<file path="src/rtl/fetch_redirect_ctrl_pkg.sv">
// fetch_redirect_ctrl_pkg: shared types and constants for the fetch-stage PC sequencer.
// XLEN is fixed here so the redirect record can be a packed struct shared by every file.
package fetch_redirect_ctrl_pkg;
    localparam int XLEN        = 32;
    localparam int INSTR_BYTES = 4;

    typedef enum logic [1:0] {BOOT, RUN, WAIT} state_e;
    typedef enum logic [1:0] {SRC_NONE, SRC_EXE, SRC_TRAP} redir_src_e;

    typedef struct packed {
        logic             valid;
        redir_src_e       src;
        logic [XLEN-1:0]  target;
    } redir_t;
endpackage

</file>
<file path="src/rtl/fetch_redirect_ctrl_if.sv">
// fetch_redirect_ctrl_if: instruction-memory request/grant handshake.
interface fetch_redirect_ctrl_if;
    import fetch_redirect_ctrl_pkg::*;
    logic            req;
    logic [XLEN-1:0] addr;
    logic            gnt;
    modport master (output req, output addr, input gnt);
    modport slave  (input req, input addr, output gnt);
endinterface

</file>
<file path="src/rtl/fetch_redirect_ctrl_redirect_arb.sv">
// fetch_redirect_ctrl_redirect_arb: picks the redirect to apply and computes the next pending record.
module fetch_redirect_ctrl_redirect_arb
    import fetch_redirect_ctrl_pkg::*;
(
    input  redir_t          pend_i,
    input  logic            trap_req_i,
    input  logic [XLEN-1:0] trap_vector_i,
    input  logic            exe_flag_i,
    input  logic [XLEN-1:0] exe_target_i,
    output redir_t          sel_o,
    output redir_t          capture_o
);
    redir_t trap_r, exe_r;
    always_comb begin
        trap_r    = '{valid: 1'b1, src: SRC_TRAP, target: trap_vector_i};
        exe_r     = '{valid: 1'b1, src: SRC_EXE, target: exe_target_i};
        sel_o     = pend_i.valid ? pend_i : trap_req_i ? trap_r : exe_flag_i ? exe_r : '0;
        // A buffered trap is never displaced by a later execute redirect.
        capture_o = trap_req_i ? trap_r :
                    (exe_flag_i && !(pend_i.valid && pend_i.src == SRC_TRAP)) ? exe_r : pend_i;
    end
endmodule

</file>
<file path="src/rtl/fetch_redirect_ctrl.sv">
// fetch_redirect_ctrl: fetch PC sequencer with imem handshake, redirect buffering and IF/ID flush.
// Handshake outputs are combinational in the inputs so a grant or redirect acts in the same cycle.
module fetch_redirect_ctrl
    import fetch_redirect_ctrl_pkg::*;
#(
    parameter logic [XLEN-1:0] RESET_PC     = '0,
    parameter int              FLUSH_CYCLES = 2,
    parameter int              CNT_W        = 16
) (
    input  logic                  clk,
    input  logic                  rst,
    input  logic                  stall_i,
    input  logic                  exe_redirect_flag_i,
    input  logic [XLEN-1:0]       exe_redirect_target_i,
    input  logic                  trap_req_i,
    input  logic [XLEN-1:0]       trap_vector_i,
    fetch_redirect_ctrl_if.master imem,
    output logic [XLEN-1:0]       pc_o,
    output logic                  pc_write_o,
    output logic                  pc_src_o,
    output logic                  flush_o,
    output logic [CNT_W-1:0]      redirect_cnt_o
);
    localparam int FW = $clog2(FLUSH_CYCLES + 1);

    state_e          state_q;
    logic [XLEN-1:0] pc_q;
    redir_t          pend_q, sel, capture;
    logic [FW-1:0]   flush_q;
    logic [CNT_W-1:0] cnt_q;
    logic            apply, fetch;

    fetch_redirect_ctrl_redirect_arb u_arb (
        .pend_i        (pend_q),
        .trap_req_i    (trap_req_i),
        .trap_vector_i (trap_vector_i),
        .exe_flag_i    (exe_redirect_flag_i),
        .exe_target_i  (exe_redirect_target_i),
        .sel_o         (sel),
        .capture_o     (capture)
    );

    assign apply          = state_q == RUN && sel.valid;
    assign fetch          = state_q == WAIT || (state_q == RUN && !sel.valid && !stall_i);
    assign imem.req       = !rst && fetch;
    assign imem.addr      = pc_q;
    assign pc_write_o     = !rst && (apply || (fetch && imem.gnt));
    assign pc_src_o       = !rst && apply;
    assign flush_o        = !rst && flush_q != '0;
    assign pc_o           = pc_q;
    assign redirect_cnt_o = cnt_q;

    always_ff @(posedge clk) begin
        if (rst) begin
            state_q <= BOOT;
            pc_q    <= RESET_PC;
            pend_q  <= '0;
            flush_q <= '0;
            cnt_q   <= '0;
        end else begin
            state_q <= state_q == BOOT ? RUN :
                       state_q == RUN  ? ((sel.valid || stall_i || imem.gnt) ? RUN : WAIT) :
                       (imem.gnt ? RUN : WAIT);
            if (apply)
                pc_q <= sel.target & ~XLEN'(INSTR_BYTES - 1);
            else if (fetch && imem.gnt)
                pc_q <= pc_q + XLEN'(INSTR_BYTES);
            // In RUN any pending record is consumed by apply, so only BOOT/WAIT buffer redirects.
            pend_q  <= state_q == RUN ? '0 : capture;
            flush_q <= apply ? FW'(FLUSH_CYCLES) : flush_q - FW'(flush_q != '0);
            if (apply && sel.src == SRC_EXE && cnt_q != '1)
                cnt_q <= cnt_q + CNT_W'(1);
        end
    end
endmodule
</file>
<file path="src/flat_wrapper.sv">
// flat-port wrapper written by rule: the top's interface ports become plain ports
module fetch_redirect_ctrl_flat import fetch_redirect_ctrl_pkg::*;
#(
    parameter logic [XLEN-1:0] RESET_PC     = '0,
    parameter int              FLUSH_CYCLES = 2,
    parameter int              CNT_W        = 16
)
  (clk, rst, stall_i, exe_redirect_flag_i, exe_redirect_target_i, trap_req_i, trap_vector_i, pc_o, pc_write_o, pc_src_o, flush_o, redirect_cnt_o, imem_req, imem_addr, imem_gnt);
  fetch_redirect_ctrl_if imem_i ();
  input  logic clk;
  input  logic rst;
  input  logic stall_i;
  input  logic exe_redirect_flag_i;
  input  logic [XLEN-1:0] exe_redirect_target_i;
  input  logic trap_req_i;
  input  logic [XLEN-1:0] trap_vector_i;
  output logic [XLEN-1:0] pc_o;
  output logic pc_write_o;
  output logic pc_src_o;
  output logic flush_o;
  output logic [CNT_W-1:0] redirect_cnt_o;
  output wire logic [$bits(imem_i.req)-1:0] imem_req;
  output wire logic [$bits(imem_i.addr)-1:0] imem_addr;
  input wire logic [$bits(imem_i.gnt)-1:0] imem_gnt;
  assign imem_req = imem_i.req;
  assign imem_addr = imem_i.addr;
  assign imem_i.gnt = imem_gnt;
  fetch_redirect_ctrl #(.RESET_PC(RESET_PC), .FLUSH_CYCLES(FLUSH_CYCLES), .CNT_W(CNT_W)) u_core (.clk(clk), .rst(rst), .stall_i(stall_i), .exe_redirect_flag_i(exe_redirect_flag_i), .exe_redirect_target_i(exe_redirect_target_i), .trap_req_i(trap_req_i), .trap_vector_i(trap_vector_i), .imem(imem_i), .pc_o(pc_o), .pc_write_o(pc_write_o), .pc_src_o(pc_src_o), .flush_o(flush_o), .redirect_cnt_o(redirect_cnt_o));
endmodule
</file>
<file path="config.mk">
export PLATFORM = sky130hd
export DESIGN_NAME = fetch_redirect_ctrl_flat
export DESIGN_NICKNAME = d
export VERILOG_FILES = /design/src/rtl/fetch_redirect_ctrl_pkg.sv /design/src/rtl/fetch_redirect_ctrl_if.sv /design/src/rtl/fetch_redirect_ctrl_redirect_arb.sv /design/src/rtl/fetch_redirect_ctrl.sv /design/src/flat_wrapper.sv
export SDC_FILE = /design/constraint.sdc
export NUM_CORES = 1
export LEC_CHECK = 0
export ABC_AREA = 0
export BUFFER_PORTS_ARGS = -buffer_cell sky130_fd_sc_hd__buf_2
export CAP_MARGIN = 20
export CORE_MARGIN = 3
export CORE_UTILIZATION = 35
export DETAILED_ROUTE_END_ITERATION = 16
export GPL_TIMING_DRIVEN = 0
export PLACE_DENSITY = 0.62
export SYNTH_ARGS = -nofsm -noshare
export SYNTH_HDL_FRONTEND = slang
export SYNTH_HIERARCHICAL = 1
export SYNTH_SLANG_ARGS = --single-unit
</file>
<file path="constraint.sdc">
create_clock -name clk -period 4.34 [get_ports clk]
set_input_delay 0.651 -clock clk [delete_from_list [all_inputs] [get_ports clk]]
set_output_delay 0.651 -clock clk [all_outputs]
set_load 0.01 [all_outputs]
</file>
==> results.json, run 1 <==
{
  "status": "complete, no violations",
  "cts_max_path_buffers": 2,
  "cp_max_fo": 10,
  "antenna_found_initial": 0,
  "fin_tns_setup_ns": 0,
  "grt_max_degree": 15,
  "cts_hold_buffers": 0,
  "ant_nets": 0,
  "clk_latency_ns": 0.34,
  "cts_inserted_buffers": 9,
  "tightestPinTransition_ns": 0.7484,
  "vias_per_cell": 5.408,
  "wl_per_cell_um": 17.13,
  "max_freq_mhz": 305.9,
  "grt_pass1_vias": 5395,
  "worst_setup_path_end_kind": "primary output",
  "syn_area_sq_um": 5522,
  "worstSetupPathType": "in2out",
  "drc_errors": 0,
  "io_pins": 154,
  "pwr_density_cell_nw_per_um2": 306.0,
  "finalMaxSlewViolations": 0,
  "cts_resized": 0,
  "syn2layout_area_growth_pct": 23.77,
  "r2r_slack_ns": 1.72,
  "rows": 45,
  "die_area_sq_um": 17320,
  "cts_tree": "done",
  "start_util_pct": 36.05,
  "hold_viol": 0,
  "vias": 5651,
  "crit_arrival_ns": 2.62,
  "fin_crit_sh_pct": 75.32,
  "die_h_um": 131.6,
  "gr-usage-all-layers_pct": 19.86,
  "avgSynthCellArea_sq_um": 8.217,
  "hold_class": "reg2reg",
  "wl_mm": 17.90,
  "numClockSinks": 83,
  "yosys_warnings": 6,
  "setup_viol": 0,
  "cp.required_ns": 3.69,
  "drtIter0Drc": 421,
  "period_minus_slack_ns": 3.269,
  "drive_above_1_share_pct": 33.33,
  "port_buffers": 143,
  "core_area_sq_um": 15310,
  "gr-total-overflow": 0,
  "power_mw": 2.092,
  "antennaDiodeCount": 0,
  "pre_cts_slack_ns": 1.073,
  "leakagePower_nw": 2.675,
  "irDropWorstVdd_v": 0.0001853,
  "post_cts_buffers": 0,
  "drv_cap": 0,
  "dr.pass1.iters": 5,
  "dp_cells": 1029,
  "cts.clk_slew.worst_paths_ns": 0.06,
  "syn_inst": 672,
  "globalplace.congestion": 0.8803,
  "h-tree-depth": 3,
  "cts_root_buf": "clkbuf_16",
  "final_cells": 1045,
  "grt_pass1_wl_mm": 27.94,
  "nets": 901,
  "die_width_um": 131.6,
  "startpoint_type": "input port",
  "rsz0062_at_grt": "false",
  "dp.final_hpwl_mm": 13.25,
  "relSlewSlack_pct": 49.65,
  "fin_skew_ns": 0.005440,
  "fin_hold_ws_ns": 0.4512,
  "layout_setup_ws_ns": 1.071
}
-- power breakdown --
group	total [mW]	leakage [nW]	internal (mW)	switching [mW]
clock	0.825	0.156	0.497	0.327
combinational	0.417	1.84	0.188	0.229
sequential	0.849	0.679	0.800	0.0498
total	2.09	2.67	1.49	0.606
-- through the flow --
stage | area (sq um) | util (%)
after floorplan | 5533 | -
after global placement | 6513 | 42.52
after detailed placement | 6513 | 42.52
after CTS | 6834 | 44.62
after global routing | 6834 | 44.62
final | 6834 | 44.62
-- layout make-up --
| class | count | area [sq um] |
|---|---|---|
| fill | 1572 | 8481 |
| multi-input combinational | 498 | 3239 |
| sequential | 83 | 1662 |
| timing repair buffer | 143 | 715.7 |
| buffer | 89 | 613.1 |
| clock buffer | 12 | 266.5 |
| tap | 211 | 264.0 |
| clock inverter | 4 | 55.05 |
| inverter | 5 | 18.77 |
-- state kept, by name (all words and copies together), names as in the netlist --
name	count
u_core/flush_q	2
u_core/state_q	2
u_core/imem.addr	30
u_core/pend_q	33
u_core/redirect_cnt_o	16
-- final timing paths --
kind	endpoint	from	cells past startpoint
worst max-delay path	pc_src_o	trap_req_i	8
worst min-delay path	u_core/flush_q[0]	u_core/flush_q[0]	1
worst max register to register	u_core/imem.addr[26]	u_core/pend_q[34]	8
worst min register to register	u_core/flush_q[0]	u_core/flush_q[0]	1
-- placed cells by master (no fill, tap or decap), types with 19 or more instances in the layout --
cell type and n:
clkbuf_1 21, o21ai_0 31, a32oi_1 30, buf_2 156
nand2_1 59, a211oi_1 19, buf_4 41, a22oi_2 28
xnor2_1 21, nand3_1 19, and2_1 37, nor2_1 52
o21ai_1 54, dfxtp_1 83
-- worst max-delay path, cell delays in order --
cell      delay (ns)
buf_2           0.13
buf_4           0.19
buf_6           0.16
or3_1           0.47
nand2_1         0.14
clkbuf_1        0.45
nor2_1          0.23
buf_2           0.20
-- routing by layer --
layer	GRT usage [%]	up-vias	wire length [um]	part of all wire, %
li1	-	2775	-	-
met1	27.32	2635	8244	46
met2	31.43	213	8090	45
met3	3.139	28	1177	6.6
met4	7.293	0	390	2.2
met5	0	-	0	0
Power figures use the tool's default switching activity.
==> run 2: changes to the inputs <==
--- a/config.mk
+++ b/config.mk
@@ -5,14 +5,14 @@
 export SDC_FILE = /design/constraint.sdc
 export NUM_CORES = 1
 export LEC_CHECK = 0
-export ABC_AREA = 0
+export ABC_AREA = 1
 export BUFFER_PORTS_ARGS = -buffer_cell sky130_fd_sc_hd__buf_2
 export CAP_MARGIN = 20
 export CORE_MARGIN = 3
 export CORE_UTILIZATION = 35
 export DETAILED_ROUTE_END_ITERATION = 16
 export GPL_TIMING_DRIVEN = 0
-export PLACE_DENSITY = 0.62
+export PLACE_DENSITY = 0.61
 export SYNTH_ARGS = -nofsm -noshare
 export SYNTH_HDL_FRONTEND = slang
 export SYNTH_HIERARCHICAL = 1
==> constraint.sdc (replaced) <==
create_clock -name clk -period 3.3 [get_ports clk]
set_input_delay 0.495 -clock clk [delete_from_list [all_inputs] [get_ports clk]]
set_output_delay 0.495 -clock clk [all_outputs]
set_load 0.01 [all_outputs]
==> run 2 against run 1 <==
Combinational power increased by 67%. Clock skew increased by 0.0016 ns. Total power increased by 36%. Via count increased by 20%. Sequential power increased by 32%. Highest routed layer unchanged. Hold slack improved by 0.011 ns. Largest cell class unchanged. Die area increased by 17%. Cell area increased by 15%.
==> results.json, run 2 <==
{
  "worst_setup_path_end_kind": "primary output",
  "dr.pass1.iters": 5,
  "finalMaxSlewViolations": 0,
  "wl_mm": 20.22,
  "cp_max_fo": 10,
  "fin_tns_setup_ns": 0,
  "drv_cap": 0,
  "globalplace.congestion": 0.8744,
  "power.switching_mw": 0.8878,
  "grt_pass1_wl_mm": 31.93,
  "leakagePower_nw": 3.796,
  "rows": 49,
  "gr-usage-all-layers_pct": 19.60,
  "irDropWorstVdd_v": 0.0002312,
  "avgSynthCellArea_sq_um": 6.240,
  "cts_max_path_buffers": 2,
  "grt_pass1_vias": 6224,
  "wl_per_cell_um": 14.08,
  "start_util_pct": 35.97,
  "status": "complete, no violations",
  "post_cts_buffers": 0,
  "power.share.switching_pct": 31.30,
  "cts_root_buf": "clkbuf_16",
  "cts_hold_buffers": 0,
  "die_h_um": 142.6,
  "core_area_sq_um": 18150,
  "drive_above_1_share_pct": 27.59,
  "fin_hold_ws_ns": 0.4621,
  "drc_errors": 0,
  "relSlewSlack_pct": 61.51,
  "hold_viol": 0,
  "yosys_warnings": 6,
  "antennaDiodeCount": 0,
  "cts_tree": "done",
  "numClockSinks": 83,
  "port_buffers": 142,
  "fin_crit_sh_pct": 89.20,
  "fin_skew_ns": 0.007062,
  "vias_per_cell": 4.716,
  "die_width_um": 142.6,
  "clk_latency_ns": 0.34,
  "die_area_sq_um": 20320,
  "cts_resized": 0,
  "max_freq_mhz": 339.7,
  "power.internal_mw": 1.949,
  "pwr_density_cell_nw_per_um2": 362.5,
  "cp.required_ns": 2.80,
  "worstHoldPathCells": 1,
  "dp.final_hpwl_mm": 15.77,
  "ant_nets": 0,
  "tightestPinTransition_ns": 0.5774,
  "grt_max_degree": 13,
  "comb_power_share_pct": 24.5,
  "hold_class": "reg2reg",
  "regMostFlops": "u_core/pend_q",
  "startpoint_type": "input port",
  "antenna_found_initial": 0,
  "io_pins": 154,
  "h-tree-depth": 3,
  "cts_inserted_buffers": 9,
  "nets": 1274,
  "syn2layout_area_growth_pct": 19.88,
  "crit_arrival_ns": 2.45,
  "power_mw": 2.836,
  "gr-total-overflow": 0,
  "vias": 6772,
  "final_common_cell": "nand2_1",
  "p_clk_share_pct": 35.9,
  "syn_area_sq_um": 6528,
  "syn_inst": 1046,
  "worstRegToRegCells": 14,
  "cts.clk_slew.worst_paths_ns": 0.06,
  "rsz0062_at_grt": "false",
  "period_minus_slack_ns": 2.944,
  "final_cell_mix": "295 x nand2_1, 165 x nor2_1, 153 x buf_2",
  "largest_register_ff_count": 33,
  "power_frac_seq_pct": 39.6,
  "worstSetupPathType": "in2out",
  "setup_viol": 0,
  "drtIter0Drc": 322
}
-- run 2: worst paths after layout --
check | start | to | slack (ns)
max | trap_req_i | pc_write_o | 0.36
min | u_core/flush_q[0] | u_core/flush_q[0] | 0.46
min reg2reg | u_core/flush_q[0] | u_core/flush_q[0] | 0.46
max reg2reg | u_core/pend_q[34] | u_core/imem.addr[24] | 1.05
-- run 2: layout make-up --
cell class,instances,area (sq um)
fillers,2035,10320
inverters,141,529.3
well taps,229,286.5
clock inverters,2,35.03
multi-input cells,742,3704
flip-flops and latches,83,1662
repair buffers,142,710.7
clock buffers,14,254.0
plain buffers,83,644.4
-- run 2: worst max-delay path, stage by stage --
cell	delay, ns
buf_6	0.13
inv_2	0.15
buf_2	0.32
nand3_1	0.14
inv_1	0.07
nand2_1	0.07
o21ai_4	0.19
nand3_4	0.18
nand2_4	0.17
inv_2	0.07
buf_6	0.14
nor2_8	0.14
buf_2	0.17
-- run 2: routing by layer --
metal	up-vias	GRT usage (%)	wire, um
met2	178	32.86	9464
met3	20	4.234	1104
li1	3503	-	-
met4	0	4.652	301
met5	-	0	0
met1	3071	25.77	9347
-- run 2: power groups by stage --
stage / Clock (mW) / Sequential (mW) / Combinational, mW
2_1_floorplan: 0 / 1.14 / 0.460
3_3_place_gp: 0 / 1.15 / 0.688
3_5_place_dp: 0 / 1.15 / 0.693
4_1_cts: 1.05 / 1.12 / 0.696
5_1_grt: 1.08 / 1.13 / 0.774
6_report: 1.02 / 1.12 / 0.695
-- run 2: through the flow --
stage / instances / setup slack (ns) / instance area [sq um] / utilization, %
detailed placement: 1420 / 0.3512 / 7536 / 41.53
finish: 1436 / 0.3564 / 7825 / 43.12
global placement: 1420 / 0.3418 / 7536 / 41.53
global route: 1436 / 0.1892 / 7825 / 43.12
CTS: 1436 / 0.3444 / 7825 / 43.12
floorplan: 1049 / 0.8801 / 6539 / -
==> run 3: changes to the inputs <==
--- a/config.mk
+++ b/config.mk
@@ -13,6 +13,8 @@
 export DETAILED_ROUTE_END_ITERATION = 16
 export GPL_TIMING_DRIVEN = 0
 export PLACE_DENSITY = 0.61
+export RECOVER_POWER = 100
+export REMOVE_ABC_BUFFERS = 1
 export SYNTH_ARGS = -nofsm -noshare
 export SYNTH_HDL_FRONTEND = slang
 export SYNTH_HIERARCHICAL = 1
==> run 3 against run 2 <==
Non-clock buffer count fell by 78. Combinational power fell by 18%. Hold slack got worse by 0.019 ns. Sequential share of layout area rose by 1.9 points. First-iteration DRC count rose by 31%. Critical path depth fell by 2. Largest power group unchanged. Die area did not move. Via count fell by 6.0%. Clock power rose by 7%. Critical endpoint unchanged. Maximum frequency fell by 4.8%. Wire length fell by 11%.
==> results.json, run 3 (synthesized netlist as in run 2, its figures left out) <==
{
  "io_pins": 154,
  "vias_per_cell": 4.687,
  "fin_crit_sh_pct": 93.71,
  "cts_root_buf": "clkbuf_16",
  "die_h_um": 142.6,
  "worstSetupEndpoint": "pc_write_o",
  "syn2layout_area_growth_pct": 10.20,
  "crit_family": "buffers and inverters",
  "path_buf_inv": 5,
  "slowest_delay_ns": 0.36,
  "cts.clk_slew.worst_paths_ns": 0.06,
  "dr.pass1.iters": 4,
  "drive_above_1_share_pct": 16.76,
  "h-tree-depth": 3,
  "dp.final_hpwl_mm": 12.83,
  "vias": 6369,
  "drc_errors": 0,
  "seqCellArea_sq_um": 1662,
  "core_area_sq_um": 18150,
  "crit_slowest_cell": "inv_6",
  "r2r_slack_ns": 0.48,
  "worst_setup_path_end_kind": "primary output",
  "setup_viol": 0,
  "fin_skew_ns": 0.005338,
  "worstRegToRegCells": 9,
  "path_depth": 11,
  "globalplace.congestion": 0.8773,
  "regMostFlops": "u_core/pend_q",
  "antenna_found_initial": 0,
  "leakagePower_nw": 3.133,
  "period_minus_slack_ns": 3.092,
  "cp.required_ns": 2.80,
  "nets": 1196,
  "wl_per_cell_um": 13.28,
  "largest_register_ff_count": 33,
  "fin_hold_ws_ns": 0.4432,
  "startpoint_type": "input port",
  "worstSetupPathType": "in2out",
  "relSlewSlack_pct": 35.04,
  "cts_tree": "done",
  "startpoint": "trap_req_i",
  "crit_arrival_ns": 2.60,
  "gr-total-overflow": 0,
  "grt_pass1_vias": 5777,
  "drtIter0Drc": 423,
  "drv_cap": 0,
  "rsz0062_at_grt": "false",
  "multi_input_area_sq_um": 3709,
  "fin_tns_setup_ns": 0,
  "max_freq_mhz": 323.4,
  "die_width_um": 142.6,
  "irDropWorstVdd_v": 0.0002548,
  "port_buffers": 145,
  "ant_nets": 0,
  "hold_viol": 0,
  "timing.rr.end": "u_core/redirect_cnt_o[4]",
  "numClockSinks": 83,
  "path_cells": "buf_6 > inv_6 > nand3_1 > inv_1 > nand2_1 > o21ai_4 > nand3_4 > nand2_4 > inv_4 > nor2_8 > buf_2",
  "clk_latency_ns": 0.35,
  "final_cell_mix": "296 x nand2_1, 165 x nor2_1, 136 x inv_1",
  "gr-usage-all-layers_pct": 17.68,
  "cts_max_path_buffers": 2,
  "wl_mm": 18.05,
  "grt_pass1_wl_mm": 29.01,
  "start_util_pct": 35.97,
  "rows": 49,
  "tightestPinTransition_ns": 0.9743,
  "status": "complete, no violations",
  "die_area_sq_um": 20320,
  "cts_inserted_buffers": 9,
  "grt_max_degree": 65,
  "pwr_density_cell_nw_per_um2": 387.1,
  "cp_max_fo": 34,
  "r2r_start": "u_core/pend_q[34]",
  "hold_class": "in2reg",
  "finalMaxSlewViolations": 0,
  "fill_cells": 2047,
  "final_common_cell": "nand2_1"
}
## run 3: routing by layer
metal / vias up / GRT usage, % / routed length, um
met2: 161 / 30.54 / 8487
met3: 13 / 3.663 / 1079
met1: 2842 / 23.00 / 8334
met4: 0 / 3.202 / 153
met5: - / 0 / 0
li1: 3353 / - / -
## run 3: stage by stage
| step | instance area, sq um | std cells | power, mW | worst slack [ns] | utilization (%) |
|---|---|---|---|---|---|
| floorplan | 5894 | 966 | 1.493 | 0.08725 | - |
| detailed placement | 6967 | 1342 | 1.733 | -0.9721 | 38.39 |
| CTS | 7312 | 1357 | 2.835 | 0.1390 | 40.29 |
| global route | 7188 | 1357 | 2.932 | 0.006052 | 39.61 |
| global placement | 6907 | 1340 | 1.720 | -2.302 | 38.06 |
| finish | 7193 | 1359 | 2.784 | 0.2076 | 39.64 |
## run 3: area by class of cell
type / count / share of cell area, %
multi-input combinational: 742 / 51.56
sequential: 83 / 23.10
clock inverter: 5 / 1.078
antenna: 2 / 0.06958
clock buffer: 10 / 3.322
inverter: 141 / 7.567
tap: 229 / 3.983
timing repair buffer: 147 / 9.323
## run 3: report_power, final
| part | internal, mW | switching, mW | total [mW] | leakage, nW |
|---|---|---|---|---|
| Sequential | 1.06 | 0.0715 | 1.13 | 0.679 |
| Combinational | 0.202 | 0.365 | 0.567 | 2.30 |
| Clock | 0.677 | 0.413 | 1.09 | 0.154 |
## run 3: worst min-delay path by stage
stage                      start                end  cells after the start
2_1_floorplan  u_core/flush_q[0]  u_core/flush_q[0]                      1
3_3_place_gp   u_core/flush_q[0]  u_core/flush_q[0]                      1
3_5_place_dp   u_core/flush_q[0]  u_core/flush_q[0]                      1
4_1_cts                 imem_gnt  u_core/state_q[0]                      3
5_1_grt                 imem_gnt  u_core/state_q[0]                      3
6_report                imem_gnt  u_core/state_q[0]                      3
## run 3: what timing repair did
action | 4_1_cts | 5_1_grt
gates resized for setup | 9 | 4
buffers inserted | 0 | 0
endpoints found under the setup margin | 47 | 1
hold buffers | 0 | 0
hold endpoints to repair | 0 | 0
## run 3: worst register-to-register path: cells and delay by family (launching register included)
| kind | cells | cell delay [ns] |
|---|---|---|
| flip-flops | 1 | 0.52 |
| AND/OR/NAND/NOR | 7 | 1.47 |
| buffers and inverters | 2 | 0.72 |
